### src/rtl/baudrate_gen.sv
// -----------------------------------------------------------------------------
// baudrate_gen
//
// Purpose:
//   Generates a one-clk-wide baud tick (rateclk) every DIV enabled clock
//   cycles, where DIV is one of two compile-time ratios chosen at run time by
//   sel. A change of sel restarts the period from zero so the new rate's first
//   tick lands a full DIV cycles after the switch. ce freezes the count
//   without losing progress.
//
// Parameters:
//   DIV0 - divide ratio used when sel=0 (>= 2)
//   DIV1 - divide ratio used when sel=1 (>= 2)
//
// Ports:
//   clk     - single clock, rising-edge active
//   rst     - asynchronous, active-high reset
//   sel     - rate select (0 -> DIV0, 1 -> DIV1)
//   ce      - count enable
//   rateclk - registered baud tick, high for exactly one clk cycle
// -----------------------------------------------------------------------------
`timescale 1ns/1ps

module baudrate_gen #(
  parameter int DIV0 = 16,
  parameter int DIV1 = 4
) (
  input  logic clk,
  input  logic rst,
  input  logic sel,
  input  logic ce,
  output logic rateclk
);

  localparam int DIV_MAX = (DIV0 > DIV1) ? DIV0 : DIV1;
  localparam int CW      = $clog2(DIV_MAX);

  // Terminal counts are precomputed so the compare is a plain equality and
  // the wrap goes to zero explicitly rather than relying on overflow.
  localparam logic [CW-1:0] TC0 = CW'(DIV0 - 1);
  localparam logic [CW-1:0] TC1 = CW'(DIV1 - 1);

  logic [CW-1:0] cnt;
  logic [CW-1:0] cnt_d;
  logic [CW-1:0] tc;
  logic          sel_q;
  logic          rateclk_d;

  // Next-state logic. The active ratio follows sel_q, not sel, so the rate
  // in force during a period is the one the period was started with.
  always_comb begin
    // NOTE: every signal gets a default first so no path leaves it unassigned;
    // a missed branch in always_comb would otherwise infer a latch.
    tc        = sel_q ? TC1 : TC0;
    cnt_d     = cnt;
    rateclk_d = 1'b0;

    if (sel != sel_q) begin
      // Rate change wins over ce: restart the new rate's period from zero.
      cnt_d = '0;
    end else if (ce) begin
      if (cnt == tc) begin
        cnt_d     = '0;
        rateclk_d = 1'b1;
      end else begin
        cnt_d = cnt + 1'b1;
      end
    end
  end

  // State register. rateclk comes straight from a flop, so there is no
  // combinational path from any input to the output.
  always_ff @(posedge clk or posedge rst) begin
    if (rst) begin
      cnt     <= '0;
      sel_q   <= 1'b0;
      rateclk <= 1'b0;
    end else begin
      // NOTE: non-blocking assignments make every flop here update from the
      // pre-edge values, matching real registers regardless of statement order.
      cnt     <= cnt_d;
      sel_q   <= sel;
      rateclk <= rateclk_d;
    end
  end

endmodule

### config.mk
export PLATFORM = sky130hd
export DESIGN_NAME = baudrate_gen
export DESIGN_NICKNAME = d
export VERILOG_FILES = /design/src/rtl/baudrate_gen.sv
export SDC_FILE = /design/constraint.sdc
export NUM_CORES = 1
export LEC_CHECK = 0
export ABC_AREA = 1
export CORE_AREA = 2 2 39 41
export CTS_BUF_LIST = sky130_fd_sc_hd__clkbuf_8 sky130_fd_sc_hd__clkbuf_16
export DETAILED_ROUTE_END_ITERATION = 8
export DIE_AREA = 0 0 41 43
export SETUP_SLACK_MARGIN = 0.3
export SKIP_CTS_REPAIR_TIMING = 1
export SLEW_MARGIN = 25
export SYNTH_ARGS = -nofsm -noshare
export SYNTH_HDL_FRONTEND = slang
export SYNTH_SLANG_ARGS = --single-unit
### constraint.sdc
create_clock -name clk -period 2.85 [get_ports clk]
set_clock_uncertainty 0.05 [all_clocks]
set_input_delay 0.57 -clock clk [delete_from_list [all_inputs] [get_ports clk]]
set_output_delay 0.57 -clock clk [all_outputs]
set_load 0.05 [all_outputs]
==> metrics.md <==
| Metric | Value |
|---|---|
| Maxcap violations | `0` |
| Critical path's largest stage delay | `790 ps` |
| Worst-path clk slew | `~30 ps` |
| Vias in the first global route | `287` |
| Most frequent cell after synthesis | `nand2_1` |
| First-pass GRT wire length | `~1200 µm` |
| Initial antenna violation count | `0` |
| RSZ-0062 raised after global routing | `no` |
| Yosys top cell area share | `a little under half` |
| Post-Syn Area | `approximately 330 µm²` |
| # fillers | `about 160` |
| Headroom to the max-slew limit | `67.2%` |
| Crit path capture type | `primary output` |
| CTS H-tree depth | `1` |
| Die Height | `43 µm` |
| Fmax | `slightly above 500 MHz` |
| Detailed Routing Iterations Pass 1 | `2` |
| Max rail drop VDD | `between 0.0002 and 0.0003 V` |
| Area leader, netlist | `dfrtp_1` |
| Reg2reg start | `cnt[2]` |
| Dpl hpwl | `approximately 470 µm` |
| P_leak | `roughly 0.00022 µW` |
| # port buffers | `4` |
| ANT nets after route | `0` |
| Status | `complete, no violations` |
| Reg2reg end | `cnt[0]` |
| Total power | `250 µW` |
| WP data required | `around 2200 ps` |
| Die width | `41 µm` |
| Nature of the critical path startpoint | `flip-flop` |
| Vias post-DR | `around 280` |
| Minimum clock period | `about 1900 ps` |
| WL/cell | `just under 9 µm` |
| RD Place Congestion | `between 0.7 and 0.8` |
| CP Depth | `1` |
| Largest cells by area after synthesis | `dfrtp_1 46%, nand2_1 13%, nand3_1 12%, inv_1 9.2%, ha_1 3.8%` |
| ANT cells | `0` |
| Ys Warns | `0` |
| Family with the most delay on the worst path | `buffers and inverters` |
| FFs w/ async S/R, synth | `100%` |
| Syn nets | `48` |
| Most frequent cells after synthesis | `11 x nand2_1, 8 x inv_1, 8 x nand3_1` |
| Post-synthesis cell type count | `11` |
| Total CTS buffers | `3` |
| Setup TNS | `0 ps` |
| Main flop type after synthesis | `dfrtp_1` |
| Clk_lat worst skew | `220 ps` |
| Drt drc | `0` |
| Sequential area share after synthesis | `46.0%` |
| Number of synthesized flops with an enable pin | `0` |
| Post-route clock period utilization | `approximately 68%` |
| CP max FO | `1` |
| Max-slew violations | `0` |
| Synth Area per Inst | `7.59 µm²` |
| Crit path buffers/inverters | `1` |
| Slowest CP cell | `clkdlybuf4s50_1` |
| Worst-Margin Slew | `roughly 500 ps` |
| Num rows | `14` |
| Flop and latch count out of synthesis | `6` |
| Layout cells sized above 1 | `between 10% and 20%` |
| Core ar. | `0.00138 mm²` |
| Die area | `0.00176 mm²` |
| Clock sink total | `6` |
| Largest net degree at the start of global routing | `7` |
| Gr usage total | `10.2%` |
| Vias per cell | `between 4 and 5` |
| Worst-case reg-to-reg path depth | `6` |
| Flop-to-flop setup slack | `~1800 ps` |
| CTS tree | `built` |
| CTS Buffer Depth | `2` |
| Root Driver | `clkbuf_8` |
| Layout net count | `57` |
| Critical path cell sequence | `clkdlybuf4s50_1` |
| Iter 0 DRT Violations | `6` |
| Critical path origin | `rateclk` |
| Initial Util | `approximately a quarter` |
| Area Overhead vs Synth | `31.0%` |
| Final hold violations | `0` |
| Hold/Removal Path Class | `input pin to asynchronous set/reset pin` |
| Total wire length | `589 µm` |
| WS Path Type | `flip-flop to primary output` |
| Pwr/cell area | `approximately 580 mW/mm²` |
| Setup crit end | `rateclk` |
| Final setup fails | `0` |
| Boundary Pins | `5` |
| Gr ovfl total | `0` |
| Post-synthesis cell count | `43` |
| Crit path DAT | `1320 ps` |
-- through the flow --
| stage | cells | area [µm²] | setup slack, ps | util, % | hold slack, ps |
|---|---|---|---|---|---|
| finish | 66 | 428 | 909 | 30.9 | 517 |
| global route | 66 | 428 | 868 | 30.9 | 543 |
| CTS | 66 | 428 | 904 | 30.9 | 524 |
| detailed placement | 63 | 387 | 1100 | 27.9 | 518 |
| global placement | 63 | 387 | 1110 | 27.9 | 509 |
| floorplan | 43 | 327 | 1640 | - | 311 |
-- logic make-up after synthesis --
| family | count (synthesis) | synth area share (%) |
|---|---|---|
| compound gates | 2 | 3.07 |
| buf+inv | 8 | 9.20 |
| simple gates | 26 | 37.9 |
| fa+ha+maj | 1 | 3.83 |
| flops | 6 | 46.0 |
-- registers in the layout (all words and copies together) (netlist names) --
register  cells
cnt           4
rateclk       1
sel_q         1
-- cell type report --
cell class | instances | area (µm²) | share of cell area [%]
well taps | 16 | 20.0 | 4.68
multi-input cells | 29 | 146 | 34.2
flip-flops and latches | 6 | 150 | 35.1
inverters | 8 | 30.0 | 7.02
repair buffers | 4 | 40.0 | 9.36
clock buffers | 3 | 41.3 | 9.65
-- report_power, final --
part           switching (µW)  internal (µW)  total (µW)  leakage, µW
clock                    35.9           90.6         127    0.0000216
sequential               5.83           90.9        96.7    0.0000797
combinational            15.5           11.0        26.5     0.000116
-- how the worst min path moves through the flow --
stage	cells past startpoint	slack, ps	start	to
floorplan	1	310	rst	cnt[0]
global placement	2	510	cnt[1]	cnt[1]
detailed placement	2	520	cnt[1]	cnt[1]
CTS	2	520	rst	sel_q
global route	2	540	rst	cnt[2]
finish	2	520	rst	cnt[3]
-- per-layer routing --
metal	global-route usage, %	share of wire [%]	vias to the layer above
met5	0	0	-
met2	12.8	46	4
li1	-	-	150
met1	13.0	46	128
met4	10.0	3.2	0
met3	3.14	4.6	2
-- cells in the final DEF, fill, tap and decap left out, drive strengths merged --
cell type | synthesis | layout
nand4 | 1 | 1
nand2 | 13 | 13
inv | 8 | 8
nand3 | 9 | 9
clkbuf | 0 | 3
dfrtp | 6 | 6
clkdlybuf4s50 | 0 | 4
ha | 1 | 1
nor2 | 3 | 3
o21ai | 2 | 2
-- worst reg2reg max path: stages, from the launching register on --
cell and delay, ps:
dfrtp_1 410, inv_1 90, nand3_1 70, nand2_1 100, nand2_1 80, nand3_1 60
o21ai_0 90
Note: power is estimated with default switching activity, not from simulation.
